==> src/rtl/matrix_alu_sequencer_pkg.sv <==
// Shared definitions for the matrix ALU sequencer: opcodes, lane geometry,
// sequencer state encoding and lane pack/unpack helpers.
package matrix_pkg;

  localparam logic [2:0] OP_NOP = 3'b000;
  localparam logic [2:0] OP_ADD = 3'b010;

  localparam int LANE_W = 32;
  localparam int ROWS   = 4;
  localparam int LANES  = 4;
  localparam int ROW_W  = LANE_W * LANES;

  typedef enum logic [2:0] {
    IDLE,
    RD_A,
    RD_B,
    CAP_B,
    EXEC,
    WR,
    FIN
  } seq_state_t;

  function automatic logic signed [LANE_W-1:0] lane_get(input logic [ROW_W-1:0] row,
                                                        input int idx);
    return row[idx*LANE_W +: LANE_W];
  endfunction

  function automatic logic [ROW_W-1:0] lane_set(input logic [ROW_W-1:0] row,
                                                input int idx,
                                                input logic signed [LANE_W-1:0] val);
    logic [ROW_W-1:0] r;
    r = row;
    r[idx*LANE_W +: LANE_W] = val;
    return r;
  endfunction

endpackage

==> src/rtl/matrix_alu_sequencer_if.sv <==
// Command, memory and ALU bus of the matrix ALU sequencer; master is the
// sequencer, slave is the CPU/memory/ALU environment around it.
interface matrix_alu_sequencer_if #(
  parameter int AW = 8
);
  import matrix_pkg::*;

  logic             CmdValid;
  logic             CmdReady;
  logic [2:0]       CmdOp;
  logic [AW-1:0]    CmdSrcA;
  logic [AW-1:0]    CmdSrcB;
  logic [AW-1:0]    CmdDest;

  logic             MemRead;
  logic             MemWrite;
  logic [AW-1:0]    MemAddr;
  logic [ROW_W-1:0] MemWriteData;
  logic [ROW_W-1:0] MemReadData;

  logic [2:0]       AluOperation;
  logic [ROW_W-1:0] AluColumnA;
  logic [ROW_W-1:0] AluColumnB;
  logic [ROW_W-1:0] AluResult;
  logic             AluDone;
  logic             AluError;

  logic             Done;
  logic             Error;

  modport master (
    input  CmdValid, CmdOp, CmdSrcA, CmdSrcB, CmdDest,
    output CmdReady,
    output MemRead, MemWrite, MemAddr, MemWriteData,
    input  MemReadData,
    output AluOperation, AluColumnA, AluColumnB,
    input  AluResult, AluDone, AluError,
    output Done, Error
  );

  modport slave (
    output CmdValid, CmdOp, CmdSrcA, CmdSrcB, CmdDest,
    input  CmdReady,
    input  MemRead, MemWrite, MemAddr, MemWriteData,
    output MemReadData,
    input  AluOperation, AluColumnA, AluColumnB,
    output AluResult, AluDone, AluError,
    input  Done, Error
  );

endinterface

==> src/rtl/matrix_alu_sequencer.sv <==
// Runs one 4x4 matrix operation row by row through the shared matrix ALU:
// fetch A row, fetch B row, execute, write back, with an ALU watchdog.
module matrix_alu_sequencer #(
  parameter int AW      = 8,
  parameter int ROWS    = 4,
  parameter int TIMEOUT = 15
) (
  input logic                    Clock,
  input logic                    ClearAll,
  matrix_alu_sequencer_if.master bus
);
  import matrix_pkg::*;

  localparam int RW  = (ROWS > 1) ? $clog2(ROWS) : 1;
  localparam int WDW = $clog2(TIMEOUT + 1);

  seq_state_t       state, state_nxt;
  logic [2:0]       op;
  logic [AW-1:0]    src_a, src_b, dest;
  logic [RW-1:0]    row;
  logic [WDW-1:0]   wdog;
  logic [ROW_W-1:0] row_a, row_b, result;
  logic             err;

  logic          accept, alu_ok, alu_fail, last_row;
  logic [AW-1:0] row_addr;

  assign accept   = (state == IDLE) && bus.CmdValid;
  assign alu_ok   = (state == EXEC) && bus.AluDone && !bus.AluError;
  // A Done arriving on the expiry cycle still counts as Done.
  assign alu_fail = (state == EXEC) &&
                    ((bus.AluDone && bus.AluError) ||
                     (!bus.AluDone && (wdog == WDW'(TIMEOUT - 1))));
  assign last_row = (row == RW'(ROWS - 1));
  assign row_addr = AW'(row);

  always_ff @(posedge Clock) begin
    if (ClearAll) state <= IDLE;
    else          state <= state_nxt;
  end

  always_comb begin
    state_nxt = state;
    case (state)
      IDLE:    if (bus.CmdValid) state_nxt = (bus.CmdOp == OP_NOP) ? FIN : RD_A;
      RD_A:    state_nxt = RD_B;
      RD_B:    state_nxt = CAP_B;
      CAP_B:   state_nxt = EXEC;
      EXEC: begin
        if (alu_ok)        state_nxt = WR;
        else if (alu_fail) state_nxt = FIN;
      end
      WR:      state_nxt = last_row ? FIN : RD_A;
      FIN:     state_nxt = IDLE;
      default: state_nxt = IDLE;
    endcase
  end

  always_ff @(posedge Clock) begin
    if (ClearAll) begin
      row  <= '0;
      wdog <= '0;
      err  <= 1'b0;
    end else begin
      if (accept) begin
        row <= '0;
        err <= 1'b0;
      end else if ((state == WR) && !last_row) begin
        row <= row + 1'b1;
      end
      if (state == CAP_B)     wdog <= '0;
      else if (state == EXEC) wdog <= wdog + 1'b1;
      if (alu_fail) err <= 1'b1;
    end
  end

  // Data capture carries no reset; outputs are gated by state instead.
  always_ff @(posedge Clock) begin
    if (accept) begin
      op    <= bus.CmdOp;
      src_a <= bus.CmdSrcA;
      src_b <= bus.CmdSrcB;
      dest  <= bus.CmdDest;
    end
    if (state == RD_B)  row_a  <= bus.MemReadData;
    if (state == CAP_B) row_b  <= bus.MemReadData;
    if (alu_ok)         result <= bus.AluResult;
  end

  always_comb begin
    bus.CmdReady     = 1'b0;
    bus.MemRead      = 1'b0;
    bus.MemWrite     = 1'b0;
    bus.MemAddr      = '0;
    bus.MemWriteData = '0;
    bus.AluOperation = OP_NOP;
    bus.AluColumnA   = '0;
    bus.AluColumnB   = '0;
    bus.Done         = 1'b0;
    case (state)
      IDLE: bus.CmdReady = 1'b1;
      RD_A: begin
        bus.MemRead = 1'b1;
        bus.MemAddr = src_a + row_addr;
      end
      RD_B: begin
        bus.MemRead = 1'b1;
        bus.MemAddr = src_b + row_addr;
      end
      EXEC: begin
        bus.AluOperation = op;
        bus.AluColumnA   = row_a;
        bus.AluColumnB   = row_b;
      end
      WR: begin
        bus.MemWrite     = 1'b1;
        bus.MemAddr      = dest + row_addr;
        bus.MemWriteData = result;
      end
      FIN:     bus.Done = 1'b1;
      default: ;
    endcase
  end

  assign bus.Error = err;

endmodule

==> src/flat_wrapper.sv <==
// flat-port wrapper written by rule: the top's interface ports become plain ports
module matrix_alu_sequencer_flat import matrix_pkg::*;
#(
  parameter int AW      = 8,
  parameter int ROWS    = 4,
  parameter int TIMEOUT = 15
)
  (Clock, ClearAll, bus_CmdValid, bus_CmdOp, bus_CmdSrcA, bus_CmdSrcB, bus_CmdDest, bus_CmdReady, bus_MemRead, bus_MemWrite, bus_MemAddr, bus_MemWriteData, bus_MemReadData, bus_AluOperation, bus_AluColumnA, bus_AluColumnB, bus_AluResult, bus_AluDone, bus_AluError, bus_Done, bus_Error);
  matrix_alu_sequencer_if #(.AW(AW)) bus_i ();
  input logic Clock;
  input logic ClearAll;
  input wire logic [$bits(bus_i.CmdValid)-1:0] bus_CmdValid;
  input wire logic [$bits(bus_i.CmdOp)-1:0] bus_CmdOp;
  input wire logic [$bits(bus_i.CmdSrcA)-1:0] bus_CmdSrcA;
  input wire logic [$bits(bus_i.CmdSrcB)-1:0] bus_CmdSrcB;
  input wire logic [$bits(bus_i.CmdDest)-1:0] bus_CmdDest;
  output wire logic [$bits(bus_i.CmdReady)-1:0] bus_CmdReady;
  output wire logic [$bits(bus_i.MemRead)-1:0] bus_MemRead;
  output wire logic [$bits(bus_i.MemWrite)-1:0] bus_MemWrite;
  output wire logic [$bits(bus_i.MemAddr)-1:0] bus_MemAddr;
  output wire logic [$bits(bus_i.MemWriteData)-1:0] bus_MemWriteData;
  input wire logic [$bits(bus_i.MemReadData)-1:0] bus_MemReadData;
  output wire logic [$bits(bus_i.AluOperation)-1:0] bus_AluOperation;
  output wire logic [$bits(bus_i.AluColumnA)-1:0] bus_AluColumnA;
  output wire logic [$bits(bus_i.AluColumnB)-1:0] bus_AluColumnB;
  input wire logic [$bits(bus_i.AluResult)-1:0] bus_AluResult;
  input wire logic [$bits(bus_i.AluDone)-1:0] bus_AluDone;
  input wire logic [$bits(bus_i.AluError)-1:0] bus_AluError;
  output wire logic [$bits(bus_i.Done)-1:0] bus_Done;
  output wire logic [$bits(bus_i.Error)-1:0] bus_Error;
  assign bus_i.CmdValid = bus_CmdValid;
  assign bus_i.CmdOp = bus_CmdOp;
  assign bus_i.CmdSrcA = bus_CmdSrcA;
  assign bus_i.CmdSrcB = bus_CmdSrcB;
  assign bus_i.CmdDest = bus_CmdDest;
  assign bus_CmdReady = bus_i.CmdReady;
  assign bus_MemRead = bus_i.MemRead;
  assign bus_MemWrite = bus_i.MemWrite;
  assign bus_MemAddr = bus_i.MemAddr;
  assign bus_MemWriteData = bus_i.MemWriteData;
  assign bus_i.MemReadData = bus_MemReadData;
  assign bus_AluOperation = bus_i.AluOperation;
  assign bus_AluColumnA = bus_i.AluColumnA;
  assign bus_AluColumnB = bus_i.AluColumnB;
  assign bus_i.AluResult = bus_AluResult;
  assign bus_i.AluDone = bus_AluDone;
  assign bus_i.AluError = bus_AluError;
  assign bus_Done = bus_i.Done;
  assign bus_Error = bus_i.Error;
  matrix_alu_sequencer #(.AW(AW), .ROWS(ROWS), .TIMEOUT(TIMEOUT)) u_core (.Clock(Clock), .ClearAll(ClearAll), .bus(bus_i));
endmodule
==> config.mk <==
export PLATFORM = sky130hd
export DESIGN_NAME = matrix_alu_sequencer_flat
export DESIGN_NICKNAME = d
export VERILOG_FILES = /design/src/rtl/matrix_alu_sequencer_pkg.sv /design/src/rtl/matrix_alu_sequencer_if.sv /design/src/rtl/matrix_alu_sequencer.sv /design/src/flat_wrapper.sv
export SDC_FILE = /design/constraint.sdc
export NUM_CORES = 1
export LEC_CHECK = 0
export ABC_CLOCK_PERIOD_IN_PS = 25600
export CAP_MARGIN = 10
export CORE_AREA = 3 3 264 266
export DETAILED_ROUTE_END_ITERATION = 10
export DIE_AREA = 0 0 267 269
export GPL_ROUTABILITY_DRIVEN = 0
export HOLD_SLACK_MARGIN = 0.1
export PLACE_DENSITY_LB_ADDON = 0.05
export SLEW_MARGIN = 20
export SYNTH_ARGS = -nofsm -noshare
export SYNTH_HDL_FRONTEND = slang
export SYNTH_SLANG_ARGS = --single-unit
==> constraint.sdc <==
create_clock -name Clock -period 25.6 [get_ports Clock]
set_input_delay 7.68 -clock Clock [delete_from_list [all_inputs] [get_ports Clock]]
set_output_delay 7.68 -clock Clock [all_outputs]
set_load 0.05 [all_outputs]
==> metrics.md <==
| Metric | Value |
|---|---|
| Die area | `71800 um2` |
| CTS Buf Count | `52` |
| First-pass GRT wire length | `82.0 mm` |
| Post-synthesis xor/xnor area fraction | `0.00434` |
| Critical Path Start Type | `flop` |
| Critical-path cell list | `nor2b_4, buf_4, and2_1, a221o_1, ha_1, inv_1, fa_1, nand3b_2, nor4_2, xor2_1, nor2_1, clkdlybuf4s50_1` |
| Syn-to-layout area delta | `58.7%` |
| Pin count of the biggest net entering global routing | `137` |
| CP required | `17.92 ns` |
| GRT Residual Overflow | `0` |
| Leading area contributor after synthesis | `edfxtp_1` |
| Asr flop ratio synth | `0` |
| Clock period minus worst slack | `12.60 ns` |
| Mux contribution to synthesized area | `0.00194` |
| H-tree depth | `2` |
| Input/output buffers | `687` |
| Initial core utilization | `0.240` |
| Final Cycle Share | `0.492` |
| Total GRT Usage | `0.159` |
| WHS | `0.492 ns` |
| Post-Synthesis Cells | `1004` |
| Post-CTS Hold Buffers | `0` |
| Final net count | `between 1500 and 2000` |
| Clock sink count | `about 420` |
| VDD IR max | `0.0508 mV` |
| Post_cts resized | `0` |
| CTS tree | `done` |
| Status | `completed` |
| Initial antenna violation count | `13` |
| Post-synth net total | `1298` |
| Vias | `between 10000 and 15000` |
| EDFF count, synth | `411` |
| Maximum clock path buffer count | `3` |
| Core Area | `between 60000 and 70000 um2` |
| Row count | `between 90 and 100` |
| Die H | `~270 um` |
| Main combinational cell family by area after synthesis | `simple AND/OR/NAND/NOR gates` |
| Total Wirelength | `60.5 mm` |
| Slew HR | `0.302` |
| PD cells | `between 70 and 80 nW/um2` |
| Synth top area cells | `edfxtp_1 76%, and2_1 10%, and3_1 5.0%, dfxtp_1 1.2%, clkbuf_1 1.2%` |
| Vias per std cell | `around 4.1` |
| Setup Fix Bufs, Post-CTS | `0` |
| Setup total negative slack | `0 ns` |
| Yosys cell types | `51` |
| Root Buffer | `clkbuf_16` |
| DIE WIDTH | `267 um` |
| Crit path buf inv count | `3` |
| Dominant synthesized flop cell | `edfxtp_1` |
| Worst Setup End Kind | `output port` |
| Max-Cap Viols | `0` |
| Leak | `between 9 and 10 nW` |
| Post-Syn Area | `between 15000 and 20000 um2` |
| WL per Instance | `23.2 um` |
| Compound-gate portion of the synthesized area | `0.0153` |
| Worst setup path category | `flop to output port` |
| Ys Warns | `0` |
| DRC viols | `0` |
| CP delay by family, top | `buffers and inverters` |
| RSZ-0062 raised after global routing | `false` |
| Worst-Skew Late Latency | `0.59 ns` |
| Synth top area share | `0.764` |
| Post-DP HPWL | `43.5 mm` |
| Least-Margin Pin Slew | `roughly 1.0 ns` |
| Delay of the slowest critical-path stage | `~0.88 ns` |
| Number of setup violations in the final report | `0` |
| Post-DRT Antenna Nets | `0` |
| Slowest library cell on the worst path | `dfxtp_1` |
| Simple-Gate Fraction of Synth Area | `0.177` |
| Synth Register Bits | `421` |
| Most frequent cell after synthesis | `edfxtp_1` |
| Register area share after synthesis | `0.777` |
| Slew Limit Fails | `0` |
| Data arrival, critical path | `4.92 ns` |
| Clk_skew | `~0.024 ns` |
| Vias in the first global route | `10900` |
| Fin. Hold Viols | `0` |
| CP Max Fanout | `51` |
| Worst hold path type | `flop to flop` |
| Post-Synth Adder-Cell Area | `0.00511` |
| Top-level I/O count | `between 600 and 700` |
| First-pass detailed-route iteration total | `4` |
| Post-synth top cells | `411 x edfxtp_1, 262 x and2_1, 128 x and3_1` |
| Share of cells above drive strength 1 | `0.0618` |
| DRT iter0 DRCs | `514` |
| Syn_area_per_cell | `16.1 um2` |
| Reg clk slew, reported paths | `0.06 ns` |
| Highest clock rate | `0.0794 GHz` |
==> per-stage QoR <==
| stage | std cells | setup slack, ns | utilization | area [um2] | total power [mW] |
|---|---|---|---|---|---|
| global placement | 2508 | 13.56 | 0.356 | 23900 | 1.16 |
| detailed placement | 2508 | 13.44 | 0.356 | 23900 | 1.16 |
| floorplan | 1004 | 11.80 | - | 16100 | 1.02 |
| global route | 2609 | 12.61 | 0.381 | 25600 | 1.93 |
| finish | 2612 | 13.00 | 0.381 | 25600 | 1.85 |
| CTS | 2604 | 12.80 | 0.380 | 25600 | 1.88 |
==> final timing paths <==
| check | start | endpoint | slack, ns | cells after the start |
|---|---|---|---|---|
| hold / removal | u_core.bus.Error | u_core.bus.Error | 0.49 | 2 |
| setup / recovery | u_core.state[2] | bus_MemAddr[6] | 13.00 | 12 |
| setup reg to reg | u_core.state[1] | u_core.row_b[52] | 21.85 | 5 |
| hold reg to reg | u_core.bus.Error | u_core.bus.Error | 0.49 | 2 |
==> cell families after synthesis <==
family	after synthesis
DFF	421
AOI/OAI and AO/OA	32
buffers and inverters	73
xor gates and xnor gates	8
muxes	3
and+or+nand+nor	461
adders and majority gates	6
==> tightest hold or removal path: stages (launching register included) <==
cell and delay (ns):
dfxtp_1 0.33, a21oi_1 0.06, nor2_1 0.07
==> cell usage in the layout, fill, tap and decap left out, types with 9 or more instances in the layout <==
master and instances:
and2_1 261, and3_1 128, clkbuf_1 9, clkbuf_16 54, clkdlybuf4s50_1 687, clkinv_1 12, clkinv_2 16, dfxtp_1 9
edfxtp_1 411, nor2_1 18, nor2b_1 10, nor3_1 10
==> power breakdown <==
| group | total, mW | leakage (nW) | internal (mW) | switching (mW) |
|---|---|---|---|---|
| clock network | 0.705 | 0.807 | 0.413 | 0.292 |
| logic | 0.317 | 4.43 | 0.112 | 0.205 |
| registers | 0.823 | 3.81 | 0.808 | 0.0155 |
| total | 1.85 | 9.05 | 1.33 | 0.512 |
==> layout make-up <==
type / instances / area [um2]
repair buffers: 698 / 7000
fillers: 6457 / 41700
flip-flops and latches: 421 / 12500
clock buffers: 63 / 1390
diodes: 7 / 17.5
inverters: 7 / 26.3
clock inverters: 33 / 239
multi-input cells: 510 / 3320
well taps: 873 / 1090
==> registers in the layout, summed over array words and instances, names as in the netlist <==
signal	cells
u_core.row	2
u_core.src_a	8
u_core.dest	8
u_core.row_a	128
u_core.wdog	4
u_core.bus.Error	1
u_core.state	3
u_core.result	128
u_core.op	3
u_core.src_b	8
u_core.row_b	128
==> routing by layer <==
metal	up-vias	wire [um]	GRT usage
li1	5023	-	-
met1	5165	21800	0.174
met2	360	31600	0.282
met3	86	5620	0.0668
met5	-	71	0
met4	12	1400	0.0493
No activity file was read; power rests on OpenSTA's default activity.
==> RTL edit, RTL diff (same flow settings) <==
Encoding of `seq_state_t`: now Gray code (3 bits for 7 states).
--- a/src/rtl/matrix_alu_sequencer_pkg.sv
+++ b/src/rtl/matrix_alu_sequencer_pkg.sv
@@ -11,13 +11,13 @@
   localparam int ROW_W  = LANE_W * LANES;
 
   typedef enum logic [2:0] {
-    IDLE,
-    RD_A,
-    RD_B,
-    CAP_B,
-    EXEC,
-    WR,
-    FIN
+    IDLE  = 3'b000,
+    RD_A  = 3'b001,
+    RD_B  = 3'b011,
+    CAP_B = 3'b010,
+    EXEC  = 3'b110,
+    WR    = 3'b111,
+    FIN   = 3'b101
   } seq_state_t;
 
   function automatic logic signed [LANE_W-1:0] lane_get(input logic [ROW_W-1:0] row,
Behaviour: same outputs for any inputs over 4 cycles, from zero or initial values; so few cycles prove little.
==> RTL edit against the original RTL <==
Setup slack gained 0.026 ns; die area stayed put; synthesized area down 1.7%; global-route usage is 0.31 points lower; cell area down 1.2%; count of clock-buffer cells in the layout increased by 2; register-to-register slack better by 0.07 ns; routed wire length shrank 2.7%; sequential share of layout area is 0.56 points higher; non-clock buffer count unchanged; sequential cell count unchanged; worst hold slack gained 0.026 ns; critical path type unchanged.
Power is not compared: it rests on default switching activity, and its combinational part moved more than twofold at a synthesized area within 25%.
==> RTL edit: results (changes against the original RTL) <==
* Status: complete, no violations
* Post-Place Cells at 2486 (-0.88%)
* Met1 wire length at 20.6 mm (-5.4%)
* Count of cell types in the netlist at 33 (-35%)
* WL final at 58.9 mm (-2.7%)
* Synth top area cells: edfxtp_1 (78%), and2_1 (15%), dfxtp_1 (1.3%)
* R2R cell count at 4 (-1)
* R2R setup slack at 21.92 ns (+0.07 ns)
* Largest net degree at the start of global routing at 134 (-2.2%)
* GR Util All Layers at 15.6% (-0.31 points)
* Worst Path Arrival at 4.89 ns (-0.03 ns)
* CTS buffer count at 51 (-1.9%)
* Final Skew at 0.0281 ns (+0.00366 ns)
* Most instantiated cells after synthesis: edfxtp_1 (411), and2_1 (389), clkbuf_1 (39)
* Tightest Pin Transition at 1.00 ns (-0.0471 ns)
* Dpl hpwl at 43.6 mm (+0.34%)
* NumNets Final at 1960 (-1.2%)
* Met2 Routed Length at 29.4 mm (-7.2%)
* Fraction of layout cells with a size suffix above 1 at 5.35% (-0.83 points)
* Metal3 WL at 6.95 mm (+24%)
* Reg-to-Reg End: u_core.row_a[50]
* Initial antenna violation count at 19 (+6)
* Crit path max fanout at 133 (+160%)
* Syn nets at 1259 (-3.0%)
* Detailed-route via count at 10200 (-4.1%)
* Initial DRC count at 453 (-12%)
* First-pass DRT Iterations at 5 (+1)
-- RTL edit: power groups by stage --
| stage | Clock [mW] | Combinational [mW] | Sequential, mW |
|---|---|---|---|
| detailed placement | 0 | 0.156 | 0.827 |
| global placement | 0 | 0.156 | 0.828 |
| floorplan | 0 | 0.0716 | 0.827 |
| CTS | 0.724 | 0.157 | 0.813 |
| global route | 0.751 | 0.164 | 0.816 |
| finish | 0.694 | 0.153 | 0.813 |
-- RTL edit: cell type report --
cell class | instances | area (um2)
antenna | 6 | 15.0
clock buffer | 65 | 1350
clock inverter | 24 | 223
fill | 6393 | 42000
inverter | 8 | 30.0
multi-input combinational | 486 | 3110
sequential | 421 | 12500
tap | 873 | 1090
timing repair buffer | 698 | 6970
-- RTL edit: kinds of logic (layout without fill, tap and decap cells) --
kind of cell | Yosys count | in the layout | share of synthesized area (%)
fa+ha+maj | 6 | 6 | 0.520
xor+xnor | 9 | 9 | 0.496
mux | 9 | 9 | 0.591
flops | 421 | 421 | 79.0
other cells | 0 | 6 | 0
simple gates | 437 | 437 | 16.8
buf+inv | 58 | 795 | 1.58
compound gates | 25 | 25 | 1.04
-- RTL edit: worst max-delay path by stage --
stage	from	endpoint	slack, ns	depth (start not counted)
2_1_floorplan	bus_AluError	u_core.result[0]	14.38	2
3_3_place_gp	u_core.state[1]	bus_AluColumnA[41]	13.25	6
3_5_place_dp	u_core.state[1]	bus_AluColumnA[41]	13.19	6
4_1_cts	u_core.state[1]	bus_AluColumnA[41]	12.54	6
5_1_grt	u_core.state[1]	bus_AluColumnA[37]	12.51	6
6_report	u_core.state[1]	bus_AluColumnA[41]	13.03	6
-- RTL edit: worst max-delay path, stage by stage, from the launching register on --
cell and delay [ns]:
dfxtp_1 0.66, nand2b_1 0.29, nor2_4 0.64, buf_6 0.63, buf_4 0.69, and2_1 0.29
clkdlybuf4s50_1 0.88
-- RTL edit: through the flow --
stage / hold WS [ns] / total power, mW / setup WS (ns) / instance area (um2) / util, %
floorplan: 0.480 / 0.898 / 14.38 / 15900 / -
global placement: 0.498 / 0.983 / 13.25 / 23700 / 35.3
detailed placement: 0.511 / 0.983 / 13.19 / 23700 / 35.3
CTS: 0.527 / 1.69 / 12.54 / 25300 / 37.6
global route: 0.552 / 1.73 / 12.51 / 25300 / 37.6
finish: 0.518 / 1.66 / 13.03 / 25300 / 37.6
-- RTL edit: metal layers --
metal | vias to the layer above | GRT usage, %
met5 | - | 0
met4 | 22 | 5.60
met1 | 4839 | 16.4
li1 | 4791 | -
met3 | 110 | 8.05
met2 | 452 | 27.0
